`config.mk`:
```
export PLATFORM = sky130hd
export DESIGN_NAME = instr_fetch_unit
export DESIGN_NICKNAME = d
export VERILOG_FILES = /design/src/rtl/ifu_pkg.sv /design/src/rtl/fetch_skid_fifo.sv /design/src/rtl/instr_fetch_unit.sv
export SDC_FILE = /design/constraint.sdc
export NUM_CORES = 1
export LEC_CHECK = 0
export CORE_MARGIN = 2
export CORE_UTILIZATION = 45
export DETAILED_ROUTE_END_ITERATION = 8
export PLACE_DENSITY = 0.74
export SYNTH_ARGS = -nofsm -noshare
export SYNTH_HDL_FRONTEND = slang
export SYNTH_SLANG_ARGS = --single-unit
```
`constraint.sdc`:
```
create_clock -name clk -period 7.7 [get_ports clk]
set_input_delay 0.77 -clock clk [delete_from_list [all_inputs] [get_ports clk]]
set_output_delay 0.77 -clock clk [all_outputs]
set_load 0.01 [all_outputs]
```
`src/rtl/ifu_pkg.sv`:
```
// Shared widths, reset PC and the fetch buffer entry type for the instruction fetch unit.
package ifu_pkg;

  localparam int                  IFU_ADDR_W   = 8;
  localparam int                  IFU_DATA_W   = 32;
  localparam logic [IFU_ADDR_W-1:0] IFU_RESET_PC = 8'h00;

  typedef struct packed {
    logic [IFU_ADDR_W-1:0] pc;
    logic [IFU_DATA_W-1:0] instr;
  } fetch_entry_t;

endpackage

```
`src/rtl/fetch_skid_fifo.sv`:
```
// Two-entry FIFO of fetch entries absorbing the ROM read latency; flush beats push and pop.
module fetch_skid_fifo
  import ifu_pkg::*;
(
  input  logic         clk,
  input  logic         reset,
  input  logic         push,
  input  fetch_entry_t push_data,
  input  logic         pop,
  input  logic         flush,
  output logic [1:0]   count,
  output fetch_entry_t head
);

  fetch_entry_t mem [2];
  logic         rd_ptr;
  logic         wr_ptr;
  logic         do_push;
  logic         do_pop;

  assign do_push = push && !flush;
  assign do_pop  = pop && !flush && (count != 2'd0);

  // NOTE: storage is reset too, so the head reads as zero out of reset; two
  // entries make this cheap, but larger memories should stay un-reset.
  // NOTE: state registers use non-blocking assignments only, so every flop
  // samples pre-edge values regardless of statement order.
  always_ff @(posedge clk or posedge reset) begin
    if (reset) begin
      mem[0] <= '0;
      mem[1] <= '0;
      rd_ptr <= 1'b0;
      wr_ptr <= 1'b0;
      count  <= 2'd0;
    end else if (flush) begin
      rd_ptr <= 1'b0;
      wr_ptr <= 1'b0;
      count  <= 2'd0;
    end else begin
      if (do_push) begin
        mem[wr_ptr] <= push_data;
        wr_ptr      <= ~wr_ptr;
      end
      if (do_pop) rd_ptr <= ~rd_ptr;
      count <= count + {1'b0, do_push} - {1'b0, do_pop};
    end
  end

  assign head = mem[rd_ptr];

  // Upstream credit accounting must never let a push land on a full buffer.
  no_overflow: assert property (@(posedge clk) disable iff (reset)
    !(do_push && !do_pop && count == 2'd2));

endmodule

```
`src/rtl/instr_fetch_unit.sv`:
```
// Instruction fetch: owns the PC, issues pROM reads and hands {pc, instr} to decode.
module instr_fetch_unit
  import ifu_pkg::*;
#(
  parameter int                ADDR_W   = IFU_ADDR_W,
  parameter int                DATA_W   = IFU_DATA_W,
  parameter logic [ADDR_W-1:0] RESET_PC = IFU_RESET_PC
) (
  input  logic              clk,
  input  logic              reset,
  input  logic              run,
  input  logic              redirect_valid,
  input  logic [ADDR_W-1:0] redirect_pc,
  output logic [ADDR_W-1:0] rom_ad,
  output logic              rom_ce,
  output logic              rom_oce,
  output logic              rom_reset,
  input  logic [DATA_W-1:0] rom_dout,
  output logic              instr_valid,
  output logic [DATA_W-1:0] instr,
  output logic [ADDR_W-1:0] instr_pc,
  input  logic              instr_ready
);

  logic [ADDR_W-1:0] pc_q;
  logic              inflight_q;
  logic [ADDR_W-1:0] inflight_pc_q;
  logic [1:0]        count;
  logic [2:0]        credit_used;
  logic              issue;
  fetch_entry_t      head;
  fetch_entry_t      resp_entry;

  // Credit counts only registered state; a pop this cycle frees a slot next cycle.
  assign credit_used = {1'b0, count} + {2'b0, inflight_q};
  assign issue       = !reset && run && !redirect_valid && (credit_used < 3'd2);

  always_ff @(posedge clk or posedge reset) begin
    if (reset) begin
      pc_q          <= RESET_PC;
      inflight_q    <= 1'b0;
      inflight_pc_q <= RESET_PC;
    end else if (redirect_valid) begin
      pc_q       <= redirect_pc;
      inflight_q <= 1'b0;
    end else begin
      inflight_q <= issue;
      if (issue) begin
        inflight_pc_q <= pc_q;
        pc_q          <= pc_q + 1'b1;
      end
    end
  end

  assign resp_entry = '{pc: inflight_pc_q, instr: rom_dout};

  fetch_skid_fifo u_fifo (
    .clk       (clk),
    .reset     (reset),
    .push      (inflight_q && !redirect_valid),
    .push_data (resp_entry),
    .pop       (instr_valid && instr_ready && !redirect_valid),
    .flush     (redirect_valid),
    .count     (count),
    .head      (head)
  );

  assign rom_ad      = pc_q;
  assign rom_ce      = issue;
  assign rom_oce     = 1'b1;
  assign rom_reset   = reset;
  assign instr_valid = (count != 2'd0);
  assign instr       = head.instr;
  assign instr_pc    = head.pc;

endmodule

```
# After elaboration in Yosys (flattened, before gate mapping)
# Index checks and enable logic that the tools add are counted.
# Widths: inputs -> output; s select.
# word_totals
regBits	101
in_bits	45
out_inout_bits	52
word_cells	55
# op_classes
addsub	4
n_lt_le_gt_ge	4
muxes	14
bitwise	5
n_reduce_logical	18
# ops
operator	count
$mux 40	4
$bwmux 80	1
$demux 40 s1	1
$mux 8	2
$logic_and 1x1->1	10
$add 8x1->8 const B	1
$reduce_bool 2->1	4
$mux 1	5
$ge 2x2->1 const B	2
$not 1->2	2
$reduce_and 2->1	2
$add 2x1->3	1
$lt 3x2->1 const B	1
$not 1->1	3
$add 2x1->2	1
$logic_not 1->1	2
$lt 2x1->1 const B	1
$mux 2	1
$sub 2x1->2	1

# Longest topological paths before layout
# Gate-level depths: netlist of the first run.
# depth
word_depth	7
ltp_mapped	8
depth_no_buf	8

# Hierarchy
# Synthesis of the first run repeated with hierarchy kept, for this count alone.
# hier_totals
hier_cells	336
area_unflattened_um2	4609.4
# by_module_without_submodules
module	instances	cells_each	area_per_inst_um2
fetch_skid_fifo	1	235	3709.8
instr_fetch_unit	1	101	899.6

# Worst setup path before layout of the first run
# OpenSTA, ideal clock, no wires.
# synth_timing
path_type	in2out
from	input reset
to	output rom_ce
arrival_ps	1750
required_ps	6930
slack_ps	5180
cell_stages	5
cell_sequence	nand2b_1 > or4_4 > buf_6 > buf_2 > inv_1
# synth_between
elab_chain_cells	4
# synth_lines
item	line	rtl
start, declared	instr_fetch_unit.sv:10	input logic reset,
$logic_not 1->1 (no line)	--	
$logic_and 1x1->1 (3 in series)	instr_fetch_unit.sv:36	assign issue = !reset && run && !redirect_valid && (credit_used < 3'd2);
end, declared	instr_fetch_unit.sv:15	output logic rom_ce,
# Every way passes these cells.

# Final worst setup path of the first run
# layout_timing
from	input redirect_valid
to	output rom_ce
# layout_between
elab_chain_cells	3
# layout_lines
item	line	rtl
start, declared	instr_fetch_unit.sv:12	input logic redirect_valid,
$logic_not 1->1	instr_fetch_unit.sv:36	
$logic_and 1x1->1 (2 in series)	instr_fetch_unit.sv:36	
# Every way passes these cells.

==> implementation parameters, run 1 <==
Parameter                              Value

Timing
  Number of hold-slack violations in the final timing report ... 0
  RSZ-0062 raised after global routing ... no
  Max-slew headroom ... 0.298
  Final clock period utilization by the worst path ... 0.487
  Sum Neg Setup Slack ... 0 ns
  Number of setup violations in the final report ... 0
  Maximum clock rate ... 267 MHz
  Final worst clock skew ... 0.0132 ns
  Shortest period the worst path allows ... 3.75 ns
  Final max-slew violation count ... 0
  Actual slew at the worst max-slew pin ... 1.05 ns

Final layout
  Layout cells sized above 1 ... 0.343
  Final instance count without filler cells ... 553
  Fill count ... 817
  N_diodes ... 0
  Number of nets in the layout ... 464
  Post-layout utilization of the core ... 0.586
  Area added between synthesis and finish ... 27.5%

Power and ir drop
  Share of power burned in combinational logic ... 0.291
  Share of power burned in registers ... 0.489
  Leakage ... 2.54 nW
  Clock Power Share ... 0.220
  Sw power ... 0.375 mW
  Int Power ... 1.06 mW
  Switching power share of the total ... 0.261
  Maximum VDD drop ... 0.0913 mV
  Total power density per cell area ... 252 nW/um^2

Critical path
  Capturing point of the worst reg2reg path ... u_fifo.mem[13]
  Internal reg-to-reg setup slack ... 5.73 ns
  Largest fanout of any net on the critical path ... 22
  Required time of the critical path ... 6.93 ns
  Arrival @ worst endpoint ... 2.98 ns
  Crit-path max cell delay ... 0.81 ns
  Most numerous cell on the critical path ... sky130_fd_sc_hd__clkdlybuf4s50_1
  Setup crit end kind ... output port
  Crit Reg-Reg Startpoint ... inflight_q
  Critical path class ... in2out
  Critical path startpoint ... redirect_valid
  CP max stage cell ... sky130_fd_sc_hd__or4_4
  Series of cell instances along the critical path ... clkdlybuf4s50_1 > or4_4 > inv_1 > clkdlybuf4s50_1
  Crit path launch type ... input pin
  Depth of the worst register-to-register path ... 3

Synthesis
  Area contributors post-synth ... sky130_fd_sc_hd__dfrtp_1, sky130_fd_sc_hd__mux2_2, sky130_fd_sc_hd__nand2_1
  Post-Synthesis Mean Instance Area ... 13.7 um^2
  Most area-hungry cell type in the Yosys netlist ... sky130_fd_sc_hd__dfrtp_1
  Syn Std Cell Area ... 4470 um^2
  Flip-flop and latch count after synthesis ... 101
  Syn Inst Count ... 327
  Nets in the synthesized netlist ... 375
  Sequential element share of the synthesized area ... 0.566
  Yosys top cell area share ... 0.566
  Number of warnings reported in the yosys synthesis log ... 0
  Number of unique standard cell types used by synthesis ... 36

Place
  Count of buffers inserted at the top-level ports ... 95
  Post-DP HPWL ... 5410 um
  Cell count after placement ... 538
  Last weighted congestion value of the routability-driven placer ... 0.788

Clocking
  Number of gates resized after cts ... 0
  Post-CTS setup buffer count ... 0
  TritonCTS clock tree ... done
  CTS buffer count ... 9
  Number of buffers on the longest clock path ... 2
  Library cell used as clock root buffer ... sky130_fd_sc_hd__clkbuf_8
  Number of buffers inserted by hold repair at cts ... 0
  Clock Latency Late Sink ... 0.34 ns
  Reg clk slew, reported paths ... 0.08 ns
  Clock sink count ... 101
  CTS H-tree depth ... 3

Route
  Average vias per placed instance ... 5.05
  DRC Markers ... 0
  Detail-routed net length per standard cell ... 15.3 um
  DR iter-0 viols ... 50
  Overall via count from detail_route ... 2790
  Number of detailed-route iterations in the first pass ... 4
  Post-route antenna net violation count ... 0
  Final wirelength ... 8450 um

Run
  Number of maximum-capacitance violations ... 0

Die
  Die Wd ... 104 um
  Core box area ... 9730 um^2
  Number of standard-cell rows in the floorplan ... 36
  Count of boundary I/O pins ... 97
  Die height ... 104 um
  Die area ... 10700 um^2
  Starting density of the core ... 0.459

Hold path
  Hold Crit Class ... reg2reg
  Min-delay src ... inflight_pc_q[4]
  Hold-critical path endpoint ... inflight_pc_q[4]
  Number of cells on the worst hold path ... 2

Global routing
  Total Routing Usage GR ... 0.166
  Number of global-route vias before repair ... 3018
  Largest net degree at the start of global routing ... 67
  First-pass GRT wire length ... 14600 um
  Total global routing overflow ... 0
  Antenna violations before repair ... 0

Outcome
  Run status ... finished clean
==> synth_stat cells, drive strengths merged <==
master,instances
o311ai,2
xor2,2
buf,14
xnor2,4
a221o,2
nor2b,3
or2,1
nand4,2
a22oi,1
dfrtp,101
nand3b,1
mux2,120
ha,3
nor3b,1
or3,1
a311oi,1
nor2,6
o211ai,2
clkinv,1
clkbuf,5
a21oi,2
and2,1
or4,1
inv,6
o21ai,3
nor3,2
nor4,2
nand2b,2
nand3,3
conb,1
nand2,31
==> worst max-delay path: cells and delay by family <==
| kind | cells | cell delay [ns] |
|---|---|---|
| simple gates | 1 | 0.81 |
| buf+inv | 3 | 1.39 |
==> metal layers <==
layer  track usage  up-vias  routed length, um
met5             0        -                  0
met4        0.0502        0                105
met3        0.0396       10                446
met2         0.259       83               3870
met1         0.232     1382               4030
li1              -     1315                  -
==> layout by cell type (no fill, tap or decap), types with 2 or more instances in the layout <==
cell	instances
sky130_fd_sc_hd__inv_1	5
sky130_fd_sc_hd__xor2_1	2
sky130_fd_sc_hd__o311ai_1	2
sky130_fd_sc_hd__clkbuf_1	2
sky130_fd_sc_hd__clkbuf_8	9
sky130_fd_sc_hd__nand4_1	2
sky130_fd_sc_hd__nor3_1	2
sky130_fd_sc_hd__o21ai_0	2
sky130_fd_sc_hd__dfrtp_1	100
sky130_fd_sc_hd__a21oi_1	2
sky130_fd_sc_hd__nand2b_1	2
sky130_fd_sc_hd__nor2b_1	2
sky130_fd_sc_hd__o211ai_1	2
sky130_fd_sc_hd__nor2_1	6
sky130_fd_sc_hd__buf_4	2
sky130_fd_sc_hd__clkinvlp_4	2
sky130_fd_sc_hd__nand3_1	3
sky130_fd_sc_hd__xnor2_1	4
sky130_fd_sc_hd__clkdlybuf4s50_1	95
sky130_fd_sc_hd__mux2_2	120
sky130_fd_sc_hd__a221o_1	2
sky130_fd_sc_hd__ha_1	3
sky130_fd_sc_hd__nand2_1	30
==> cell type report <==
class | count | area [um^2] | share of cell area
Clock buffer | 11 | 131 | 0.0231
Clock inverter | 4 | 50.0 | 0.00878
Tap cell | 133 | 166 | 0.0292
Sequential cell | 101 | 2530 | 0.444
Timing Repair Buffer | 97 | 966 | 0.169
Inverter | 7 | 33.8 | 0.00593
Multi-Input combinational cell | 200 | 1820 | 0.320
==> how the worst max path moves through the flow <==
stage / slack (ns) / endpoint
finish: 3.95 / rom_ce
global placement: 3.97 / rom_ce
global route: 3.80 / rom_ce
floorplan: 4.28 / inflight_pc_q[0]
CTS: 3.94 / rom_ce
detailed placement: 3.95 / rom_ce
==> cells by family after synthesis <==
family	Yosys count	synth area share
AOI/OAI and AO/OA	13	0.0210
xor gates and xnor gates	6	0.0118
adders and majority gates	3	0.00840
buffers and inverters	26	0.0288
DFF	101	0.566
muxes	120	0.302
other	1	0.000839
and+or+nand+nor	57	0.0613
==> power by group through the flow <==
stage | clock (mW) | sequential, mW | combinational (mW)
after floorplan | 0 | 0.690 | 0.236
after global placement | 0 | 0.707 | 0.417
after detailed placement | 0 | 0.714 | 0.422
after CTS | 0.329 | 0.704 | 0.425
after global routing | 0.353 | 0.720 | 0.450
final | 0.316 | 0.703 | 0.418
==> registers in the layout (all words and copies together), names as in the netlist <==
signal	cells
u_fifo.mem	80
rom_ad	8
inflight_q	1
u_fifo.rd_ptr	1
u_fifo.count	2
u_fifo.wr_ptr	1
inflight_pc_q	8
==> through the flow <==
stage / power (mW) / hold WS, ns / instance area, um^2 / worst slack, ns
6_report: 1.44 / 0.502 / 5700 / 3.95
5_1_grt: 1.52 / 0.526 / 5700 / 3.80
4_1_cts: 1.46 / 0.509 / 5700 / 3.94
3_5_place_dp: 1.14 / 0.485 / 5520 / 3.95
3_3_place_gp: 1.12 / 0.480 / 5520 / 3.97
2_1_floorplan: 0.926 / 0.458 / 4470 / 4.28
No activity file was read; power rests on OpenSTA's default activity.
==> inputs of run 2 (changes only) <==
--- a/config.mk
+++ b/config.mk
@@ -8,7 +8,7 @@
 export CORE_MARGIN = 2
 export CORE_UTILIZATION = 45
 export DETAILED_ROUTE_END_ITERATION = 8
-export PLACE_DENSITY = 0.74
+export PLACE_DENSITY = 0.77
 export SYNTH_ARGS = -nofsm -noshare
 export SYNTH_HDL_FRONTEND = slang
 export SYNTH_SLANG_ARGS = --single-unit
==> constraint.sdc (replaced) <==
create_clock -name clk -period 3.35 [get_ports clk]
set_input_delay 0.335 -clock clk [delete_from_list [all_inputs] [get_ports clk]]
set_output_delay 0.335 -clock clk [all_outputs]
set_load 0.01 [all_outputs]
==> implementation parameters, run 2 (synthesis gave the netlist of run 1 again) <==
Parameter                              Value

Route
  Detail-routed net length per standard cell ... 16.0 um
  Number of detailed-route iterations in the first pass ... 4
  Average vias per placed instance ... 5.12
  DRC Markers ... 0
  DR iter-0 viols ... 58
  Final wirelength ... 8960 um
  Overall via count from detail_route ... 2860
  Post-route antenna net violation count ... 0

Global routing
  Total global routing overflow ... 0
  Antenna violations before repair ... 0
  Number of global-route vias before repair ... 3027
  Total Routing Usage GR ... 0.173
  First-pass GRT wire length ... 15000 um
  Largest net degree at the start of global routing ... 64

Die
  Die Wd ... 104 um
  Die height ... 104 um
  Die area ... 10700 um^2
  Core box area ... 9730 um^2
  Starting density of the core ... 0.459
  Count of boundary I/O pins ... 97
  Number of standard-cell rows in the floorplan ... 36

Final layout
  N_diodes ... 0
  Storage element area ... 2530 um^2
  Layout cells sized above 1 ... 0.357
  Final Cell Area ... 5750 um^2
  Number of nets in the layout ... 469
  Fill count ... 830
  Register ranked first by flip-flop count ... u_fifo.mem
  Final instance count without filler cells ... 559
  Top library cells by usage in the layout, fill and taps aside ... sky130_fd_sc_hd__mux2_2, sky130_fd_sc_hd__dfrtp_1, sky130_fd_sc_hd__clkdlybuf4s50_1
  Area added between synthesis and finish ... 28.6%
  Area occupied by multi-input gates ... 1820 um^2
  Commonest non-fill, non-tap cell in the layout ... sky130_fd_sc_hd__mux2_2
  Max reg flops ... 80

Critical path
  Crit-path max cell delay ... 0.78 ns
  Series of cell instances along the critical path ... buf_4 > mux2_2 > clkdlybuf4s50_1
  Setup crit end kind ... output port
  Required time of the critical path ... 3.01 ns
  Crit path launch type ... register
  Depth of the worst register-to-register path ... 4
  CP max stage cell ... sky130_fd_sc_hd__dfrtp_2
  Largest fanout of any net on the critical path ... 24
  Arrival @ worst endpoint ... 2.33 ns
  Critical path class ... reg2out

Place
  Post-DP HPWL ... 6020 um
  Cell count after placement ... 543
  Cell area after placement ... 5570 um^2
  Last weighted congestion value of the routability-driven placer ... 0.810
  Worst slack at placement ... 0.788 ns
  Count of buffers inserted at the top-level ports ... 95

Clocking
  Post-CTS setup buffer count ... 0
  Library cell used as clock root buffer ... sky130_fd_sc_hd__clkbuf_8
  Clock sink count ... 101
  CTS buffer count ... 9
  CTS H-tree depth ... 3
  Clock Latency Late Sink ... 0.36 ns
  Number of buffers on the longest clock path ... 2
  Reg clk slew, reported paths ... 0.10 ns
  Number of buffers inserted by hold repair at cts ... 0
  TritonCTS clock tree ... done
  Number of gates resized after cts ... 0

Timing
  Final worst clock skew ... 0.00859 ns
  Worst Slack Setup Final ... 0.689 ns
  Final max-slew violation count ... 0
  Maximum clock rate ... 376 MHz
  Max-slew headroom ... 0.494
  Shortest period the worst path allows ... 2.66 ns
  Sum Neg Setup Slack ... 0 ns
  Final clock period utilization by the worst path ... 0.794
  Actual slew at the worst max-slew pin ... 0.758 ns
  Number of hold-slack violations in the final timing report ... 0
  RSZ-0062 raised after global routing ... no
  Number of setup violations in the final report ... 0

Outcome
  Run status ... finished clean

Power and ir drop
  Total power density per cell area ... 574 nW/um^2
  Leakage ... 2.57 nW
  Maximum VDD drop ... 0.278 mV
  Total design power ... 3.30 mW

Hold path
  Hold Crit Class ... reg2reg
  Number of cells on the worst hold path ... 2

Run
  Number of maximum-capacitance violations ... 0
-- run 2: cell type report --
type	count	area share
clock inverters	7	0.00980
repair buffers	102	0.177
multi-input cells	200	0.317
clock buffers	9	0.0215
flip-flops and latches	101	0.440
well taps	133	0.0290
inverters	7	0.00588
-- run 2: power breakdown --
group / switching [mW] / leakage (nW) / internal (mW) / total (mW)
clock: 0.424 / 0.0906 / 0.279 / 0.704
sequential: 0.147 / 1.29 / 1.47 / 1.61
combinational: 0.345 / 1.19 / 0.638 / 0.983
total: 0.917 / 2.57 / 2.38 / 3.30
-- run 2: metal layers --
metal  track usage  routed length (um)  vias to the layer above  part of all wire
li1              -                   -                     1335                 -
met1         0.233                4170                     1436              0.47
met2         0.282                4280                       79              0.48
met3        0.0415                 398                       10             0.044
met4        0.0473                 104                        0             0.012
met5             0                   0                        -                 0
-- run 2: per-stage QoR --
step                utilization  hold slack, ns
floorplan                     -           0.456
global placement          0.572           0.480
detailed placement        0.572           0.483
CTS                       0.591           0.494
global route              0.591           0.517
finish                    0.591           0.500
-- run 2: path summary, 6_finish.rpt --
check,startpoint,endpoint,slack [ns]
hold reg to reg,inflight_pc_q[5],inflight_pc_q[5],0.50
setup / recovery,u_fifo.rd_ptr,instr[24],0.69
max in group asynchronous,reset,u_fifo.mem[18],2.08
hold / removal,inflight_pc_q[5],inflight_pc_q[5],0.50
setup reg to reg,inflight_q,u_fifo.mem[58],1.47
min in group asynchronous,reset,inflight_q,0.52
-- run 2: critical path: cells and delay by family, from the launching register on --
| kind | cells | cell delay (ns) |
|---|---|---|
| mux | 1 | 0.36 |
| flops | 1 | 0.78 |
| buf+inv | 2 | 0.83 |
